**src/rtl/division_pkg.sv**
```systemverilog
// Shared math package for the iterative arithmetic units.
// Holds the common control-state enum and small elaboration-time helpers
// used to size counters.
package division_pkg;

  // Control states shared by the iterative math units.
  typedef enum logic [1:0] {
    IDLE = 2'd0,
    RUN  = 2'd1,
    DONE = 2'd2
  } div_state_t;

  // Bits needed to hold the values 0..n-1 (never less than one bit).
  function automatic int unsigned cnt_bits(input int unsigned n);
    return (n < 2) ? 1 : $clog2(n);
  endfunction

endpackage

```
**src/rtl/div_step.sv**
```systemverilog
// One radix-2 restoring division iteration (purely combinational).
// The partial remainder is shifted left with the next dividend bit appended
// and the divisor is trial-subtracted; the subtraction is kept only when it
// does not go negative.
//
// Ports:
//   rem          - current partial remainder (always < divisor)
//   dividend_bit - next dividend bit, MSB first
//   divisor      - divisor
//   rem_next     - updated partial remainder
//   q_bit        - quotient bit produced by this iteration
`ifndef WIDTH
  `define WIDTH 32
`endif

module div_step
  import division_pkg::*;
#(
  parameter int unsigned WIDTH = `WIDTH
) (
  input  logic [WIDTH-1:0] rem,
  input  logic             dividend_bit,
  input  logic [WIDTH-1:0] divisor,
  output logic [WIDTH-1:0] rem_next,
  output logic             q_bit
);

  logic [WIDTH:0] trial;
  logic [WIDTH:0] diff;

  always_comb begin
    trial = {rem, dividend_bit};
    diff  = trial - {1'b0, divisor};
    // Because rem < divisor, trial < 2*divisor, so a successful subtraction
    // always fits back into WIDTH bits.
    if (trial >= {1'b0, divisor}) begin
      q_bit    = 1'b1;
      rem_next = diff[WIDTH-1:0];
    end else begin
      q_bit    = 1'b0;
      rem_next = trial[WIDTH-1:0];
    end
  end

endmodule

```
**src/rtl/division.sv**
```systemverilog
// Unsigned fixed-point divider, radix-2 restoring, one quotient bit per clock.
// Computes floor((a << Q_BITS) / b) over N = WIDTH+Q_BITS iterations, with
// saturation on overflow and a dedicated divide-by-zero flag.
//
// Ports:
//   clk         - clock, rising edge
//   rst_n       - asynchronous active-low reset
//   start       - request a division (honoured only in IDLE)
//   a           - dividend, unsigned Q format, sampled with start
//   b           - divisor, unsigned Q format, sampled with start
//   busy        - operation in RUN or DONE
//   valid       - one-cycle pulse: result/flags are new
//   result      - quotient, Q format (all ones on saturation or b == 0)
//   div_by_zero - last operation had b == 0
//   overflow    - last quotient did not fit WIDTH bits
`ifndef WIDTH
  `define WIDTH 32
`endif
`ifndef Q_BITS
  `define Q_BITS 16
`endif

module division
  import division_pkg::*;
#(
  parameter int unsigned WIDTH  = `WIDTH,
  parameter int unsigned Q_BITS = `Q_BITS
) (
  input  logic             clk,
  input  logic             rst_n,
  input  logic             start,
  input  logic [WIDTH-1:0] a,
  input  logic [WIDTH-1:0] b,
  output logic             busy,
  output logic             valid,
  output logic [WIDTH-1:0] result,
  output logic             div_by_zero,
  output logic             overflow
);

  localparam int unsigned N  = WIDTH + Q_BITS;
  localparam int unsigned CW = cnt_bits(N);
  localparam logic [CW-1:0] LAST = CW'(N - 1);

  div_state_t state;
  div_state_t state_next;

  logic [CW-1:0]    cnt;
  logic             iter_done;
  // Holds the extended dividend; quotient bits shift in from the LSB as
  // dividend bits leave from the MSB, so after N steps it holds the quotient.
  logic [N-1:0]     shreg;
  logic [WIDTH-1:0] divisor;
  logic [WIDTH-1:0] rem;

  logic [WIDTH-1:0] rem_step;
  logic             q_step;

  logic accept;
  logic zero_div;
  logic finish;

  div_step #(
    .WIDTH(WIDTH)
  ) u_step (
    .rem         (rem),
    .dividend_bit(shreg[N-1]),
    .divisor     (divisor),
    .rem_next    (rem_step),
    .q_bit       (q_step)
  );

  // Control decode and next-state logic.
  always_comb begin
    accept     = (state == IDLE) && start;
    zero_div   = (b == '0);
    finish     = (state == RUN) && iter_done;
    state_next = state;
    busy       = (state != IDLE);
    valid      = (state == DONE);
    unique case (state)
      IDLE: begin
        if (accept) begin
          state_next = zero_div ? DONE : RUN;
        end
      end
      RUN: begin
        if (iter_done) begin
          state_next = DONE;
        end
      end
      DONE: begin
        state_next = IDLE;
      end
      default: begin
        state_next = IDLE;
      end
    endcase
  end

  always_ff @(posedge clk or negedge rst_n) begin
    if (!rst_n) begin
      state <= IDLE;
    end else begin
      state <= state_next;
    end
  end

  // Iteration datapath. The counter stops at N-1; iter_done marks that the
  // last iteration has been applied, and the following RUN edge enters DONE
  // while the result registers capture the finished quotient.
  always_ff @(posedge clk or negedge rst_n) begin
    if (!rst_n) begin
      cnt       <= '0;
      iter_done <= 1'b0;
      shreg     <= '0;
      divisor   <= '0;
      rem       <= '0;
    end else begin
      unique case (state)
        IDLE: begin
          if (accept && !zero_div) begin
            shreg     <= N'(a) << Q_BITS;
            divisor   <= b;
            rem       <= '0;
            cnt       <= '0;
            iter_done <= 1'b0;
          end
        end
        RUN: begin
          if (!iter_done) begin
            shreg <= {shreg[N-2:0], q_step};
            rem   <= rem_step;
            if (cnt == LAST) begin
              iter_done <= 1'b1;
            end else begin
              cnt <= cnt + 1'b1;
            end
          end
        end
        default: begin
        end
      endcase
    end
  end

  // Result and flags change only when an operation enters DONE.
  always_ff @(posedge clk or negedge rst_n) begin
    if (!rst_n) begin
      result      <= '0;
      div_by_zero <= 1'b0;
      overflow    <= 1'b0;
    end else if (accept && zero_div) begin
      result      <= '1;
      div_by_zero <= 1'b1;
      overflow    <= 1'b0;
    end else if (finish) begin
      div_by_zero <= 1'b0;
      if ((shreg >> WIDTH) != '0) begin
        result   <= '1;
        overflow <= 1'b1;
      end else begin
        result   <= shreg[WIDTH-1:0];
        overflow <= 1'b0;
      end
    end
  end

endmodule

```
**config.mk**
```make
export PLATFORM = sky130hd
export DESIGN_NAME = division
export DESIGN_NICKNAME = d
export VERILOG_FILES = /design/src/rtl/division_pkg.sv /design/src/rtl/div_step.sv /design/src/rtl/division.sv
export SDC_FILE = /design/constraint.sdc
export NUM_CORES = 1
export LEC_CHECK = 0
export BUFFER_PORTS_ARGS = -buffer_cell sky130_fd_sc_hd__buf_2
export CAP_MARGIN = 5
export CELL_PAD_IN_SITES_DETAIL_PLACEMENT = 2
export CELL_PAD_IN_SITES_GLOBAL_PLACEMENT = 2
export CORE_MARGIN = 5
export CORE_UTILIZATION = 38
export CTS_BUF_LIST = sky130_fd_sc_hd__clkbuf_16
export CTS_CLUSTER_DIAMETER = 120
export CTS_CLUSTER_SIZE = 12
export DETAILED_ROUTE_END_ITERATION = 6
export PLACE_DENSITY_LB_ADDON = 0.1
export SLEW_MARGIN = 20
export SYNTH_ARGS = -nofsm -noshare
export SYNTH_HDL_FRONTEND = slang
export SYNTH_SLANG_ARGS = --single-unit
```
**constraint.sdc**
```tcl
create_clock -name clk -period 5.65 [get_ports clk]
set_clock_uncertainty 0.1 [all_clocks]
set_input_delay 1.13 -clock clk [delete_from_list [all_inputs] [get_ports clk]]
set_output_delay 1.13 -clock clk [all_outputs]
set_load 0.05 [all_outputs]
```
==> impl_metrics.yaml <==
status:
  status: "complete, no violations"
sta:
  tightest_slew_ns: 1.02
  max_freq_mhz: 255
  fin_tns_setup_ns: 0
  relSlewSlack_pct: 31.9
  fin_crit_ns: 3.93
  setup_viol: 0
  slew_viol_final: 0
  fin_crit_sh_pct: 69.5
  rsz0062_at_grt: "no"
  hold_viol: 0
clock_tree:
  clockBufferDepth: 2
  clkLatencyLatePin_ns: 0.43
  path_clk_slew_ns: 0.07
  cts_setup_buffers: 0
  cts_tree: "yes"
  root_buffer: "clkbuf_16"
  cts_max_level: 4
  numCtsBuffers: 17
  clock_sinks: 155
  cts_resized: 0
  cts_hold_buf: 0
global_route:
  grt_pass1_vias: 8309
  antenna_found_initial: 1
  grt-ovfl-total: 0
  grt_pass1_wl_mm: 46.4
  track_usage_pct: 22.2
  grt_max_degree: 87
synthesis:
  async_flop_share_pct: 100
  yosysTopAreaCellShare_pct: 45.8
  synthTopCellsByArea: "dfrtp_1 (46%), nand2_1 (9.8%), o21ai_0 (4.9%), ha_1 (4.9%), nor2_1 (4.2%)"
  syn_inst: 1019
  ys.flop_type: "dfrtp_1"
  ys_ff_latch: 155
  synth_edf_count: 0
  netlist_area_um2: 8470
  synth_common_cells: "nand2_1 (221), dfrtp_1 (155), nor2_1 (94), o21ai_0 (83), a21oi_1 (52)"
  syn_nets: 1120
  yosysWarnings: 0
  synth.most_common_cell: "nand2_1"
  synth.distinct_cells: 59
  synth.avg_cell_area_um2: 8.31
  yosysTopAreaCell: "dfrtp_1"
  seq_area_frac_synth_pct: 45.8
place:
  io_buffers: 102
  dpl.cell_count: 1351
  gp_congestion: 0.794
  dpl.hpwl_mm: 19.6
  place_area_um2: 9170
setup_path:
  cp.required_ns: 5.87
  cp-start-kind: "register"
  cp.arrival_ns: 4.14
  r2r_setup_slack_ns: 1.72
  critPathMaxFanout: 23
  crit_end: "rem[20]"
  r2r_start: "rem[6]"
  cp_slowest_stage_delay_ns: 0.48
  critical_path.startpoint: "rem[6]"
  reg2reg_depth: 11
  path_cells: "ha_1 > a21o_1 > a211o_1 > o21a_2 > o211ai_2 > a211oi_2 > o32ai_4 > buf_4 > or2_1 > nor2_1 > a221o_1"
  rr_endpoint: "rem[20]"
  crit_type: "reg -> reg"
  end_kind: "register"
  slowest_stage: "or2_1"
die:
  io_pins: 103
  row_count: 54
  fp.dieH_um: 159
  die_w_um: 159
  core-area_um2: 21900
  start_util_pct: 38.7
  fp.dieArea_um2: 25400
detailed_routing:
  drc: 0
  ant_nets: 0
  dr.pass1.iters: 4
  drtIter0Drc: 304
  wl_per_cell_um: 20.3
  vias_per_cell: 5.50
  routed_wl_mm: 28.1
  num_vias: 7614
layout:
  syn_to_final_growth_pct: 15.5
  layout-drive-gt1-share_pct: 14.7
  fin_cells: 1384
  final_area_um2: 9780
  nets: 1191
  final_util_pct: 44.7
worst_hold_path:
  min_path_type: "reg -> reg"
job:
  maxCapViolCount: 0
stage by stage:
step	setup slack [ns]	hold WS [ns]
floorplan	2.78	0.370
global placement	1.65	0.373
detailed placement	1.47	0.391
CTS	1.69	0.408
global route	1.50	0.445
finish	1.72	0.398
layout by cell type (no fill, tap or decap), types with 3 or more instances in the layout:
cell type  count
a211oi_1       5
a21o_1         8
a21oi_1       52
a22o_1         3
a22oi_1        9
a31oi_1       42
and3_1         7
buf_2        101
buf_4         12
clkbuf_16     17
dfrtp_1      155
ha_1          33
inv_1         42
inv_6          4
inv_8          3
mux2i_1        3
nand2_1      221
nand2b_1       9
nand3_1       30
nand3b_1       3
nand4_1        8
nor2_1        92
nor2b_1        4
nor3_1        23
nor4_1        14
o211ai_1       4
o21a_1         5
o21ai_0       83
o21ai_1       27
o21bai_1       8
xnor2_1       19
xor2_1        10
routing by layer:
| metal | track usage, % | share of wire, % | wire length [um] | vias up |
|---|---|---|---|---|
| met4 | 4.15 | 0.76 | 213 | 0 |
| met2 | 37.9 | 50 | 14200 | 78 |
| met1 | 30.5 | 46 | 13000 | 3887 |
| li1 | - | - | - | 3637 |
| met3 | 3.18 | 2.3 | 654 | 12 |
| met5 | 0 | 0 | 0 | - |
worst max-delay path: cells and delay by family, from the launching register on:
family	cells	cell delay, ns
buf+inv	1	0.43
fa+ha+maj	1	0.39
simple gates	2	0.59
flops	1	0.41
compound gates	7	1.87
kinds of logic after synthesis:
family	Yosys count	share of synthesized area, %
AO/OA/AOI/OAI	265	18.8
XOR/XNOR	29	3.00
adder cells (fa/ha/maj)	34	5.11
buffers and inverters	106	5.20
flip-flops	155	45.8
multiplexers	5	0.621
AND/OR/NAND/NOR	425	21.5
how the worst min path moves through the flow:
stage,from,to,slack (ns),cells after the start
final,result[9],result[9],0.40,2
after global placement,div_by_zero,div_by_zero,0.37,2
after CTS,result[20],result[20],0.41,2
after detailed placement,result[20],result[20],0.39,2
after global routing,result[19],result[19],0.44,2
after floorplan,shreg[0],shreg[0],0.37,2
sequential cells by signal, indices dropped and copies added (netlist names):
signal       count
result          32
cnt              6
shreg           48
div_by_zero      1
overflow         1
divisor         32
iter_done        1
state            2
rem             32
cell type report:
| class | instances | area (um2) |
|---|---|---|
| Timing Repair Buffer | 114 | 607 |
| Clock inverter | 15 | 180 |
| Tap cell | 280 | 350 |
| Multi-Input combinational cell | 758 | 4170 |
| Fill cell | 2493 | 12100 |
| Antenna cell | 1 | 2.50 |
| Clock buffer | 17 | 425 |
| Inverter | 44 | 165 |
| Sequential cell | 155 | 3880 |
Power is not shown: default switching activity piles up to over one toggle a cycle in this logic, so the estimate is an artifact.
